--- src/rtl/cube_solver.sv ---
// Counts face-connected cell subsets of a 2x2x3 grid by flood-filling every nonempty mask.
// Define CUBE_SOLVER_SMALL_GRID_EN to shrink the grid to 2x2x2 (masks 1..255).
module cube_solver (
  input  logic        clk,
  input  logic        rst,
  input  logic        run,
  output logic [11:0] total_found,
  output logic        solver_done
);

`ifdef CUBE_SOLVER_SMALL_GRID_EN
  localparam logic [11:0] CellMask = 12'h0FF;
`else
  localparam logic [11:0] CellMask = 12'hFFF;
`endif
  localparam logic [11:0] LastMask = CellMask;
  localparam logic [11:0] SatValue = 12'hFFF;

  typedef enum logic [2:0] {
    IDLE  = 3'd0,
    INIT  = 3'd1,
    GROW  = 3'd2,
    CHECK = 3'd3,
    NEXT  = 3'd4,
    DONE  = 3'd5
  } state_e;

  // Cell index is x + 2y + 4z: x toggles bit 0, y toggles bit 1, z steps by 4.
  function automatic logic [11:0] neighbours(input logic [11:0] r);
    logic [11:0] n;
    n = ((r & 12'h555) << 1) | ((r & 12'hAAA) >> 1)
      | ((r & 12'h333) << 2) | ((r & 12'hCCC) >> 2)
      | (r << 4) | (r >> 4);
    return n & CellMask;
  endfunction

  state_e      state_q, state_d;
  logic [11:0] mask_q, mask_d;
  logic [11:0] reached_q, reached_d;
  logic [11:0] total_q, total_d;
  logic        done_q, done_d;
  logic [11:0] grown_s;

  assign grown_s = reached_q | (neighbours(reached_q) & mask_q);

  always_ff @(posedge clk) begin
    if (rst) begin
      state_q   <= IDLE;
      mask_q    <= 12'h000;
      reached_q <= 12'h000;
      total_q   <= 12'h000;
      done_q    <= 1'b0;
    end else begin
      state_q   <= state_d;
      mask_q    <= mask_d;
      reached_q <= reached_d;
      total_q   <= total_d;
      done_q    <= done_d;
    end
  end

  always_comb begin
    state_d   = state_q;
    mask_d    = mask_q;
    reached_d = reached_q;
    total_d   = total_q;
    done_d    = done_q;
    case (state_q)
      IDLE, DONE: begin
        if (run) begin
          total_d = 12'h000;
          mask_d  = 12'h001;
          done_d  = 1'b0;
          state_d = INIT;
        end else begin
          state_d = state_q;
        end
      end
      INIT: begin
        // Seed the fill with the lowest set cell of the mask.
        reached_d = mask_q & (~mask_q + 12'h001);
        state_d   = GROW;
      end
      GROW: begin
        if (grown_s == reached_q) begin
          state_d = CHECK;
        end else begin
          reached_d = grown_s;
        end
      end
      CHECK: begin
        if ((reached_q == mask_q) && (total_q != SatValue)) begin
          total_d = total_q + 12'h001;
        end else begin
          total_d = total_q;
        end
        state_d = NEXT;
      end
      NEXT: begin
        if (mask_q == LastMask) begin
          done_d  = 1'b1;
          state_d = DONE;
        end else begin
          mask_d  = (mask_q + 12'h001) & CellMask;
          state_d = INIT;
        end
      end
      default: state_d = IDLE;
    endcase
  end

  assign total_found = total_q;
  assign solver_done = done_q;

endmodule

--- config.mk ---
export PLATFORM = sky130hd
export DESIGN_NAME = cube_solver
export DESIGN_NICKNAME = d
export VERILOG_FILES = /design/src/rtl/cube_solver.sv
export SDC_FILE = /design/constraint.sdc
export NUM_CORES = 1
export LEC_CHECK = 0
export ABC_AREA = 1
export ABC_CLOCK_PERIOD_IN_PS = 2050
export CAP_MARGIN = 20
export CORE_MARGIN = 1
export CORE_UTILIZATION = 50
export CTS_CLUSTER_SIZE = 25
export DETAILED_ROUTE_END_ITERATION = 7
export DONT_BUFFER_PORTS = 1
export GPL_TIMING_DRIVEN = 1
export HOLD_SLACK_MARGIN = 0.02
export SKIP_CTS_REPAIR_TIMING = 1
export SLEW_MARGIN = 20
export SYNTH_ARGS = -nofsm -noshare
export SYNTH_HDL_FRONTEND = slang
export SYNTH_SLANG_ARGS = --single-unit
--- constraint.sdc ---
create_clock -name clk -period 2.05 [get_ports clk]
set_clock_uncertainty 0.2 [all_clocks]
set_input_delay 0.3075 -clock clk [delete_from_list [all_inputs] [get_ports clk]]
set_output_delay 0.3075 -clock clk [all_outputs]
set_load 0.01 [all_outputs]
After elaboration in Yosys (flattened, before gate mapping). Index checks and enable logic that the tools add are counted.

Flip-flop bits (word level): 40. Output and inout bits: 13.

Add/subtract/negate cells: 3. Eq/ne operators: 15. Multiplexer cells: 15. Bitwise logic cells: 9. Reduce and logical (&&, ||, !) cells: 11.

Operators by type and width (number): $pmux W12 S2 (3); $mux W12 (5); $add A12 B1 Y12 const B (3); $or A12 B12 Y12 (3); $and A12 B12 Y12 (2); $eq A12 B12 Y1 (2); $pmux W3 S5 (1); $eq A12 B12 Y1 const B (1); $ne A12 B12 Y1 const B (1); $ne A2 B2 Y1 const B (6); $not A12 Y12 (1); $or A12 B10 Y12 (1); $or A12 B11 Y12 (1); $or A12 B8 Y12 (1); $mux W3 (3); $reduce_and A3 Y1 (3); $eq A3 B2 Y1 const B (2); $eq A3 B3 Y1 const B (2); $reduce_bool A2 Y1 (3); $reduce_and A2 Y1 (2); $eq A3 B1 Y1 const B (1); $logic_not A3 Y1 (1); $mux W1 (2); $pmux W1 S2 (1); other kinds (2) (2).

Longest topological paths before layout. Gate-level depths: netlist of run 1.

Depth after elaboration: 10. Gate-level depth with buffers: 13.

Least setup slack after synthesis of run 1. No wires, ideal clock.

Path type: reg2reg. From: register total_q[0] (netlist: total_found[0]). To: register total_q[2] (netlist: total_found[2]). Arrival: 1.540 ns. Path slack: 0.195 ns. Cell stages (with the launch flop): 10. Path buffers: 1. Period minus slack after synthesis: 1.855 ns. Cells stage by stage: dfxtp_1 > ha_1 > inv_1 > nor3_2 > nand4_1 > nand3_2 > nand2_4 > buf_12 > a21oi_1 > nor2_1.

Word-level cells in the longest chain between the ends: 4. Elaborated cells on any way between the ends: 7. Those cells by class: add/sub (1); eq/ne (2); mux (2); reduce/logical (2).

Ends and longest elaborated chain: start: declaration (RTL line 40) `logic [11:0] total_q, total_d;`; start signal: assignment (RTL line 57) `total_q <= total_d;`; branches (longest 4 deep; another with $add A12 B1 Y12).

Parallel ways; which one is timed is not known. The select of a mux whose other input is x is not followed. A chain may end at the register's enable or synchronous reset.

Worst setup path in the final report of run 1.
From: register mask_q[4]. To: register mask_q[5].

Word-level cells in the longest chain between the ends: 3. Elaborated cells on any way between the ends: 6. Those cells by class: add/sub (1); eq/ne (2); mux (2); reduce/logical (1).

Ends and longest elaborated chain: start: declaration (RTL line 38) `logic [11:0] mask_q, mask_d;`; start signal: assignment (RTL line 55) `mask_q <= mask_d;`; $add A12 B1 Y12 / $eq A12 B12 Y1 (equally long branches) (RTL line 104, 100); $mux W12 / $ne A2 B2 Y1 (equally long branches); $pmux W12 S2 / $reduce_and A3 Y1 (equally long branches).

Parallel ways exist; a longest one is shown, timed or not. The select of a mux whose other input is x is not followed.

==> results of run 1 <==
routing by layer:
metal  wire (um)  GRT usage [%]  vias to the layer above
met5           0              0                        -
met4          49           6.11                        0
met1        4080           43.0                     1377
met3         574           4.19                        4
li1            -              -                     1584
met2        3460           41.1                      116
through the flow:
step	worst slack, ps	utilization, %	power (mW)	hold WS, ps
after global placement	161	55.2	1.51	176
final	131	58.1	2.09	17.8
after floorplan	195	-	1.37	285
after CTS	113	56.7	2.04	-149
after detailed placement	123	55.2	1.51	177
after global routing	7.70	58.1	2.22	41.2
critical path, cell delays in order (launching register included):
cell and delay, ps:
dfxtp_1 460, nand2_2 130, nor3_2 160, nand2_1 130
nor2_4 130, nand3_2 110, nand2_4 160, buf_4 130
nand2_1 40, a21oi_1 200
flip-flops by register name (all words and copies together), names as in the netlist:
register,cells
total_found,12
mask_q,12
state_q,3
solver_done,1
reached_q,12
final cells by class:
class / count / area (sq um) / share of cell area, %
repair buffers: 32 / 253 / 7.86
inverters: 57 / 214 / 6.65
clock inverters: 2 / 12.5 / 0.389
flip-flops and latches: 40 / 805 / 25.0
well taps: 72 / 90.1 / 2.80
clock buffers: 5 / 68.8 / 2.14
multi-input cells: 363 / 1770 / 55.2
how the worst min path moves through the flow:
| stage | slack [ps] | startpoint | to | depth (start not counted) |
|---|---|---|---|---|
| floorplan | 280 | reached_q[10]$_SDFFE_PP0P_ | reached_q[10]$_SDFFE_PP0P_ | 2 |
| global placement | 180 | rst | total_found[5]$_SDFFE_PP0P_ | 1 |
| detailed placement | 180 | rst | total_found[7]$_SDFFE_PP0P_ | 1 |
| CTS | -150 | rst | total_found[5]$_SDFFE_PP0P_ | 1 |
| global route | 40 | rst | total_found[6]$_SDFFE_PP0P_ | 2 |
| finish | 20 | run | state_q[0]$_SDFFE_PP0P_ | 3 |
power by group through the flow:
stage	Sequential (mW)	Clock, mW	Combinational [mW]
2_1_floorplan	0.910	0	0.459
3_3_place_gp	0.909	0	0.597
3_5_place_dp	0.908	0	0.599
4_1_cts	0.890	0.544	0.602
5_1_grt	0.900	0.581	0.740
6_report	0.893	0.534	0.659
cell families (layout without fill, tap and decap cells):
| kind of cell | count (synthesis) | after routing | share of synthesized area (%) |
|---|---|---|---|
| adders and majority gates | 4 | 4 | 1.73 |
| xor gates and xnor gates | 6 | 6 | 1.82 |
| and+or+nand+nor | 286 | 286 | 44.6 |
| buffers and inverters | 74 | 96 | 11.4 |
| DFF | 40 | 40 | 27.7 |
| AOI/OAI and AO/OA | 67 | 67 | 12.8 |
synth_stat cells (5+ instances only):
master / number / area [sq um]
nand4_1: 9 / 56.3
inv_1: 48 / 180
xor2_1: 5 / 43.8
nand2_1: 140 / 526
a21oi_1: 35 / 175
nand3_1: 51 / 255
buf_4: 6 / 45.0
nor3_1: 9 / 45.0
a31oi_1: 5 / 31.3
o21ai_0: 19 / 95.1
clkbuf_1: 5 / 18.8
nand3_2: 6 / 60.1
inv_2: 9 / 33.8
dfxtp_1: 40 / 801
nor2_1: 50 / 188
==> summary.md, run 1 <==
| Metric | Value |
|---|---|
| Clock power share | `25.6%` |
| Dpl cell area | `3060 sq um` |
| Layout overhead on the synthesized area | `11.3%` |
| Global route overflow | `0` |
| Sw Ratio | `a little under two fifths` |
| Max Freq | `521 MHz` |
| R2R cell count | `9` |
| Drt initial violations | `288` |
| CP Data Required Time | `2060 ps` |
| # fillers | `591` |
| CTS Root Cell | `clkbuf_8` |
| Vias in the first global route | `2627` |
| Clock sink count | `40` |
| Main synth FF type | `dfxtp_1` |
| Clk_lat worst skew | `300 ps` |
| Mapped Area | `2890 sq um` |
| Max IR drop VDD | `0.000561 V` |
| Power Dens Cells | `approximately 650 nW/um^2` |
| Switching power total | `0.784 mW` |
| Commonest non-fill, non-tap cells in the layout | `140 x nand2_1, 51 x nand3_1, 50 x nor2_1` |
| Diode count | `0` |
| Clk slew on worst S/H paths | `90 ps` |
| Pin count of the biggest net entering global routing | `26` |
| Measured slew at the worst slew-check pin | `573 ps` |
| Reg2reg start | `mask_q[4]$_SDFFE_PP0P_` |
| CP Capture Point | `mask_q[5]$_SDFFE_PP0P_` |
| Status | `completed` |
| H-tree depth | `2` |
| P_int | `around 1.3 mW` |
| Yosys reg bits | `40` |
| Hold Vio Cnt, Final | `0` |
| Final wirelength | `8170 um` |
| GRT Util Overall | `28.1%` |
| TritonCTS buffer count | `5` |
| Async set-reset flop share out of synthesis | `0%` |
| Worst-path fanout max | `11` |
| Port Buf Inserts | `0` |
| Leakage | `1.41 nW` |
| Global-route wire length before repair | `between 10000 and 15000 um` |
| Worst Hold Class | `in -> reg` |
| Tcrit/Tclk final | `93.6%` |
| Cell count after placement | `558` |
| Fin crit period | `1920 ps` |
| RSZ-0062 raised after global routing | `false` |
| Starting Density | `52.2%` |
| FF-to-FF End | `mask_q[5]$_SDFFE_PP0P_` |
| Post-route antenna net violation count | `0` |
| Cell Count, Final, Fillers Out | `between 500 and 600` |
| Worst EP arrival | `1930 ps` |
| Nets | `506` |
| Sequential fraction of design power | `a little over two fifths` |
| Crit. Startpoint | `mask_q[4]$_SDFFE_PP0P_` |
| Vias/cell | `approximately 5.4` |
| CTS tree | `done` |
| Crit path capture type | `flip-flop` |
| Setup TNS | `0 ps` |
| DIE WIDTH | `78.0 um` |
| Kind of critical path | `reg -> reg` |
| I/O pins | `16` |
| Post-synthesis average cell area | `6.06 sq um` |
| CTS Buffer Depth | `2` |
| Post-route DRC | `0` |
| Initial antenna violation count | `0` |
| Sequential share of the synthesized area | `27.7%` |
| Final setup vio count | `0` |
| Vias | `3081` |
| GPL Wtd Cong | `0.946` |
| Full die area | `6090 sq um` |
| Finished Cell Area | `around 3200 sq um` |
| Router iterations before antenna repair | `5` |
| Relative slew slack | `about three fifths` |
| Slew Limit Fails | `0` |
| Commonest non-fill, non-tap cell in the layout | `nand2_1` |
| Reg2reg setup slack | `130 ps` |
| Max_cap viols | `0` |
| Unique masters post-synth | `33` |
| DPL Wire Length | `just over 6000 um` |
| DIE HEIGHT | `78.0 um` |
| Synthesis Warnings | `0` |
| Core Footprint | `5540 sq um` |
| CP Launch Type | `flip-flop` |
| Combinational Power Share | `31.6%` |
| WL/cell | `approximately 14 um` |
| EDFF count, synth | `0` |
| Share of layout cells above drive strength 1 | `approximately 16%` |
| Standard-cell rows | `27` |
| Syn_nets | `a little under 500` |
| Mapped Cells | `477` |
(Power assumes the default switching activity.)
==> inputs of run 2 (changes only) <==
- CORE_MARGIN: 1 -> 4
==> run 2 against run 1 <==
  * Largest power group unchanged
  * Register-to-register slack better by 20 ps
  * Non-clock buffer count is 2 lower
  * Via count is 1.3% higher
  * Die area is 16% higher
  * Setup slack better by 19 ps
  * Clock-buffer cell count is 1 higher
  * Sequential power hardly changed
  * Final cell count is 0.18% higher
  * Power is 7.9% higher
  * The run now ends with hold timing left
==> summary.md, run 2 (synthesized netlist as in run 1, its figures left out) <==
| Metric | Value |
|---|---|
| TritonCTS buffer count | `5 (unchanged)` |
| Router iterations before antenna repair | `5 (unchanged)` |
| FF-to-FF End | `mask_q[0]$_SDFFE_PP0P_ (was mask_q[5]$_SDFFE_PP0P_)` |
| DIE HEIGHT | `84.0 um (was 78.0 um)` |
| DIE WIDTH | `84.0 um (was 78.0 um)` |
| Measured slew at the worst slew-check pin | `601 ps (was 573 ps)` |
| Clk_lat worst skew | `300 ps (about the same)` |
| Endpoint, Worst Hold | `mask_q[2]$_SDFFE_PP0P_ (was state_q[0]$_SDFFE_PP0P_)` |
| H-tree depth | `2 (unchanged)` |
| Finished Cell Area | `3280 sq um (was 3220 sq um)` |
| CTS Buffer Depth | `2 (unchanged)` |
| Layout overhead on the synthesized area | `13.5% (was 11.3%)` |
| Worst-path fanout max | `8 (was 11)` |
| Hold path startpoint | `rst (was run)` |
| Setup TNS | `0 ps (unchanged)` |
| Share of layout cells above drive strength 1 | `16.8% (was 16.2%)` |
| GRT Util Overall | `23.2% (was 28.1%)` |
| Final Hold Slack | `-140 ps (was 17.8 ps)` |
| Reg2reg start | `mask_q[11]$_SDFFE_PP0P_ (was mask_q[4]$_SDFFE_PP0P_)` |
| Power Dens Cells | `687 nW/um^2 (was 649 nW/um^2)` |
| Final wirelength | `8350 um (was 8170 um)` |
| WL/cell | `14.6 um (was 14.3 um)` |
| Initial antenna violation count | `0 (unchanged)` |
| Fin crit period | `1900 ps (was 1920 ps)` |
| Vias | `3120 (was 3081)` |
| Nets | `506 (unchanged)` |
| Diode count | `0 (unchanged)` |
| CTS tree | `done (unchanged)` |
| Max_cap viols | `0 (unchanged)` |
| Starting Density | `52.2% (unchanged)` |
| Clock sink count | `40 (unchanged)` |
| Worst Hold Class | `in -> reg (unchanged)` |
| Crit. Startpoint | `mask_q[11]$_SDFFE_PP0P_ (was mask_q[4]$_SDFFE_PP0P_)` |
| CP Launch Type | `flip-flop (unchanged)` |
| Pin count of the biggest net entering global routing | `26 (unchanged)` |
| R2R cell count | `7 (was 9)` |
| Vias in the first global route | `2678 (was 2627)` |
| Global route overflow | `0 (unchanged)` |
| Reg2reg setup slack | `150 ps (was 130 ps)` |
| Vias/cell | `5.45 (was 5.40)` |
| Drt initial violations | `393 (was 288)` |
| Commonest non-fill, non-tap cell in the layout | `nand2_1 (unchanged)` |
| Violated checks | `hold timing` |
| Hold Vio Cnt, Final | `25 (was 0)` |
| Tcrit/Tclk final | `92.7% (was 93.6%)` |
| DP Worst Slack | `111 ps (was 123 ps)` |
| I/O pins | `16 (unchanged)` |
| Clk slew on worst S/H paths | `80 ps (was 90 ps)` |
| Post-route antenna net violation count | `0 (unchanged)` |
| Power, Total | `2.25 mW (was 2.09 mW)` |
| Global-route wire length before repair | `13400 um (unchanged)` |
| Max IR drop VDD | `0.000424 V (was 0.000561 V)` |
| Setup ws final | `150 ps (was 131 ps)` |
| Status | `finished with violations (was completed)` |
| Crit path capture type | `flip-flop (unchanged)` |
| Dpl cell area | `3080 sq um (was 3060 sq um)` |
| Port Buf Inserts | `0 (unchanged)` |
| Slew Limit Fails | `0 (unchanged)` |
| Core Footprint | `5540 sq um (unchanged)` |
| Final setup vio count | `0 (unchanged)` |
| Commonest non-fill, non-tap cells in the layout | `139 x nand2_1, 51 x nand3_1, 50 x nor2_1 (was 140 x nand2_1, 51 x nand3_1, 50 x nor2_1)` |
| Kind of critical path | `reg -> reg (unchanged)` |
| GPL Wtd Cong | `0.919 (was 0.946)` |
| CP Data Required Time | `2040 ps (was 2060 ps)` |
| Full die area | `7060 sq um (was 6090 sq um)` |
| CTS Root Cell | `clkbuf_8 (unchanged)` |
| Leakage | `1.43 nW (was 1.41 nW)` |
| Standard-cell rows | `27 (unchanged)` |
| Relative slew slack | `59.9% (was 61.8%)` |
| Post-route DRC | `0 (unchanged)` |
| Hold depth | `1 (was 3)` |
| Worst EP arrival | `1890 ps (was 1930 ps)` |
| Max Freq | `526 MHz (was 521 MHz)` |
| DPL Wire Length | `6000 um (was 6040 um)` |
[run 2: routing by layer]
layer / vias up / GRT usage (%) / part of all wire (%) / routed length (um)
met2: 126 / 33.4 / 42 / 3550
met1: 1391 / 35.1 / 48 / 4040
met5: - / 0 / 0 / 0
met3: 13 / 3.75 / 7.4 / 622
met4: 0 / 6.43 / 1.7 / 141
li1: 1590 / - / - / -
[run 2: critical path, stage by stage, from the launching register on]
cell and delay [ps]:
dfxtp_1 480, inv_1 140, nor3_1 400, nand3_4 180, nand2_8 130, inv_1 60, o21ai_0 140, nor2_1 50
[run 2: layout make-up]
cell class / instances / area [sq um]
multi-input combinational: 365 / 1820
inverter: 57 / 214
tap: 72 / 90.1
clock inverter: 2 / 38.8
fill: 584 / 2260
timing repair buffer: 30 / 225
sequential: 40 / 806
clock buffer: 6 / 82.6
[run 2: stage by stage]
step / cells / util [%]
final: 572 / 59.2
after global routing: 572 / 59.2
after CTS: 568 / 57.7
after detailed placement: 560 / 55.5
after global placement: 560 / 55.5
after floorplan: 477 / -
[run 2: worst max-delay path by stage]
stage | endpoint | slack [ps] | cells past startpoint
4_1_cts | total_found[6]$_SDFFE_PP0P_ | 90 | 11
5_1_grt | total_found[6]$_SDFFE_PP0P_ | -3 | 9
6_report | mask_q[0]$_SDFFE_PP0P_ | 150 | 7
3_5_place_dp | mask_q[0]$_SDFFE_PP0P_ | 110 | 9
2_1_floorplan | total_found[2]$_SDFFE_PP0P_ | 200 | 9
3_3_place_gp | mask_q[0]$_SDFFE_PP0P_ | 110 | 9
[run 2: power breakdown]
group	switching, mW	total [mW]	leakage [nW]	internal [mW]
Sequential	0.0586	0.893	0.327	0.834
Combinational	0.437	0.652	1.04	0.215
Clock	0.309	0.708	0.0614	0.399
Total	0.804	2.25	1.43	1.45
==> inputs of run 3 (changes only) <==
- CORE_UTILIZATION: 50 -> 30
- SLEW_MARGIN: 20 -> 15
==> run 3 against run 2 <==
  * Via count is 0.77% lower
  * Die area is 60% higher
  * Sequential power barely moved
  * Final cell count rose by 9.4%
  * Register-to-register slack got worse by 100 ps
  * Worst hold slack got worse by 7.9 ps
  * Fmax is 5.0% lower
  * Highest routed layer unchanged
  * Routed wire length decreased by 1.6%
  * The flow still finishes with violations (hold timing)
  * First-iteration DRC count is 21% lower
  * Clock power is 31% higher
==> summary.md, run 3 (synthesized netlist as in run 1, its figures left out) <==
| Metric | Value |
|---|---|
| Status | `finished with violations (unchanged)` |
| Violated checks | `hold timing (unchanged)` |
| Final Hold Slack | `-147 ps (was -140 ps)` |
| Router iterations before antenna repair | `5 (unchanged)` |
| FF-to-FF End | `state_q[1]$_SDFFE_PP0P_ (was mask_q[0]$_SDFFE_PP0P_)` |
| DIE WIDTH | `106 um (was 84.0 um)` |
| Post-route DRC | `0 (unchanged)` |
| Reg2reg start | `state_q[1]$_SDFFE_PP0P_ (was mask_q[11]$_SDFFE_PP0P_)` |
| Vias/cell | `4.95 (was 5.45)` |
| Nets | `503 (was 506)` |
| Tcrit/Tclk final | `97.6% (was 92.7%)` |
| Initial antenna violation count | `0 (unchanged)` |
| Crit path capture type | `flip-flop (unchanged)` |
| Relative slew slack | `63.4% (was 59.9%)` |
| Clk_lat worst skew | `300 ps (about the same)` |
| RSZ-0062 raised after global routing | `true` |
| Power, Total | `2.48 mW (was 2.25 mW)` |
| Dpl cell area | `3110 sq um (was 3080 sq um)` |
| Kind of critical path | `reg -> reg (unchanged)` |
| Clock sink count | `40 (unchanged)` |
| Pin count of the biggest net entering global routing | `26 (unchanged)` |
| R2R cell count | `5 (was 7)` |
| H-tree depth | `2 (unchanged)` |
| Vias | `3096 (was 3120)` |
| WL/cell | `13.1 um (was 14.6 um)` |
| Core Footprint | `9330 sq um (was 5540 sq um)` |
| Vias in the first global route | `2804 (was 2678)` |
| Leakage | `1.45 nW (was 1.43 nW)` |
| DIE HEIGHT | `106 um (was 84.0 um)` |
| Port Buf Inserts | `0 (unchanged)` |
| Setup TNS | `0 ps (unchanged)` |
| CP Launch Type | `flip-flop (unchanged)` |
| Reg2reg setup slack | `50 ps (was 150 ps)` |
| Starting Density | `31.0% (was 52.2%)` |
| Max Freq | `500 MHz (was 526 MHz)` |
| Worst Hold Class | `in -> reg (unchanged)` |
| Max IR drop VDD | `0.000473 V (was 0.000424 V)` |
| Share of layout cells above drive strength 1 | `16.7% (was 16.8%)` |
| GRT Util Overall | `14.6% (was 23.2%)` |
| I/O pins | `16 (unchanged)` |
| Commonest non-fill, non-tap cell in the layout | `nand2_1 (unchanged)` |
| Power Dens Cells | `733 nW/um^2 (was 687 nW/um^2)` |
| Final wirelength | `8220 um (was 8350 um)` |
| Commonest non-fill, non-tap cells in the layout | `139 x nand2_1, 51 x nand3_1, 50 x nor2_1 (unchanged)` |
| Fin crit period | `2000 ps (was 1900 ps)` |
| CTS Root Cell | `clkbuf_8 (unchanged)` |
| Post-route antenna net violation count | `0 (unchanged)` |
| Max_cap viols | `0 (unchanged)` |
| Slew Limit Fails | `0 (unchanged)` |
| Hold Vio Cnt, Final | `24 (was 25)` |
| Final setup vio count | `0 (unchanged)` |
| Measured slew at the worst slew-check pin | `549 ps (was 601 ps)` |
| DPL Wire Length | `6000 um (about the same)` |
| Layout overhead on the synthesized area | `17.0% (was 13.5%)` |
| CP Data Required Time | `2100 ps (was 2040 ps)` |
| CTS Buffer Depth | `2 (unchanged)` |
| Global-route wire length before repair | `13500 um (was 13400 um)` |
| Final cell utilization of the core | `36.2% (was 59.2%)` |
| CTS tree | `done (unchanged)` |
| Full die area | `11300 sq um (was 7060 sq um)` |
| GPL Wtd Cong | `0.917 (was 0.919)` |
| Diode count | `0 (unchanged)` |
| Finished Cell Area | `3380 sq um (was 3280 sq um)` |
| Global route overflow | `0 (unchanged)` |
| Worst EP arrival | `2050 ps (was 1890 ps)` |
| CP Capture Point | `state_q[1]$_SDFFE_PP0P_ (was mask_q[0]$_SDFFE_PP0P_)` |
| Standard-cell rows | `35 (was 27)` |
| Worst-path fanout max | `9 (was 8)` |
| Clk slew on worst S/H paths | `90 ps (was 80 ps)` |
| Drt initial violations | `309 (was 393)` |
| TritonCTS buffer count | `5 (unchanged)` |
| Crit. Startpoint | `state_q[1]$_SDFFE_PP0P_ (was mask_q[11]$_SDFFE_PP0P_)` |
run 3: cell types whose count changed in the layout (fill, tap and decap cells not counted), sizes merged:
cell	delta
buf	-3
bufinv	+2
clkbuf	-1
clkinv	-1
dlygate4sd3	+1
nand2	-1
run 3: layout make-up:
type	instances	area, sq um
Fill cell	993	5950
Multi-Input combinational cell	364	1810
Inverter	57	216
Tap cell	129	161
Sequential cell	40	810
Clock buffer	5	68.8
Clock inverter	3	90.1
Timing Repair Buffer	28	225
run 3: worst min path at each step:
stage | cells past startpoint | from | to | slack [ps]
5_1_grt | 1 | rst | total_found[5]$_SDFFE_PP0P_ | -170
3_5_place_dp | 1 | rst | total_found[5]$_SDFFE_PP0P_ | 180
2_1_floorplan | 2 | reached_q[10]$_SDFFE_PP0P_ | reached_q[10]$_SDFFE_PP0P_ | 280
4_1_cts | 1 | rst | total_found[5]$_SDFFE_PP0P_ | -160
6_report | 1 | rst | total_found[5]$_SDFFE_PP0P_ | -150
3_3_place_gp | 1 | rst | total_found[5]$_SDFFE_PP0P_ | 170
run 3: power by group:
group          internal [mW]  switching (mW)
clock                  0.610           0.314
sequential             0.835          0.0610
combinational          0.223           0.438
run 3: worst max-delay path, cell delays in order (launching register included):
cell and delay [ps]:
dfxtp_1 420, inv_1 90, nor3_2 310, inv_2 170, a21oi_1 180, dlygate4sd3_1 580
run 3: stage by stage:
step,setup slack (ps),std cells
after floorplan,195,477
after CTS,-24.7,620
after global routing,-37.3,626
after detailed placement,2.88,612
after global placement,-42.9,612
final,49.8,626
run 3: metal layers:
layer	global-route usage, %	wire length, um	vias to the layer above
li1	-	-	1575
met1	20.1	3900	1397
met2	22.7	3590	108
met3	3.28	592	16
met4	4.26	135	0
met5	0	0	-
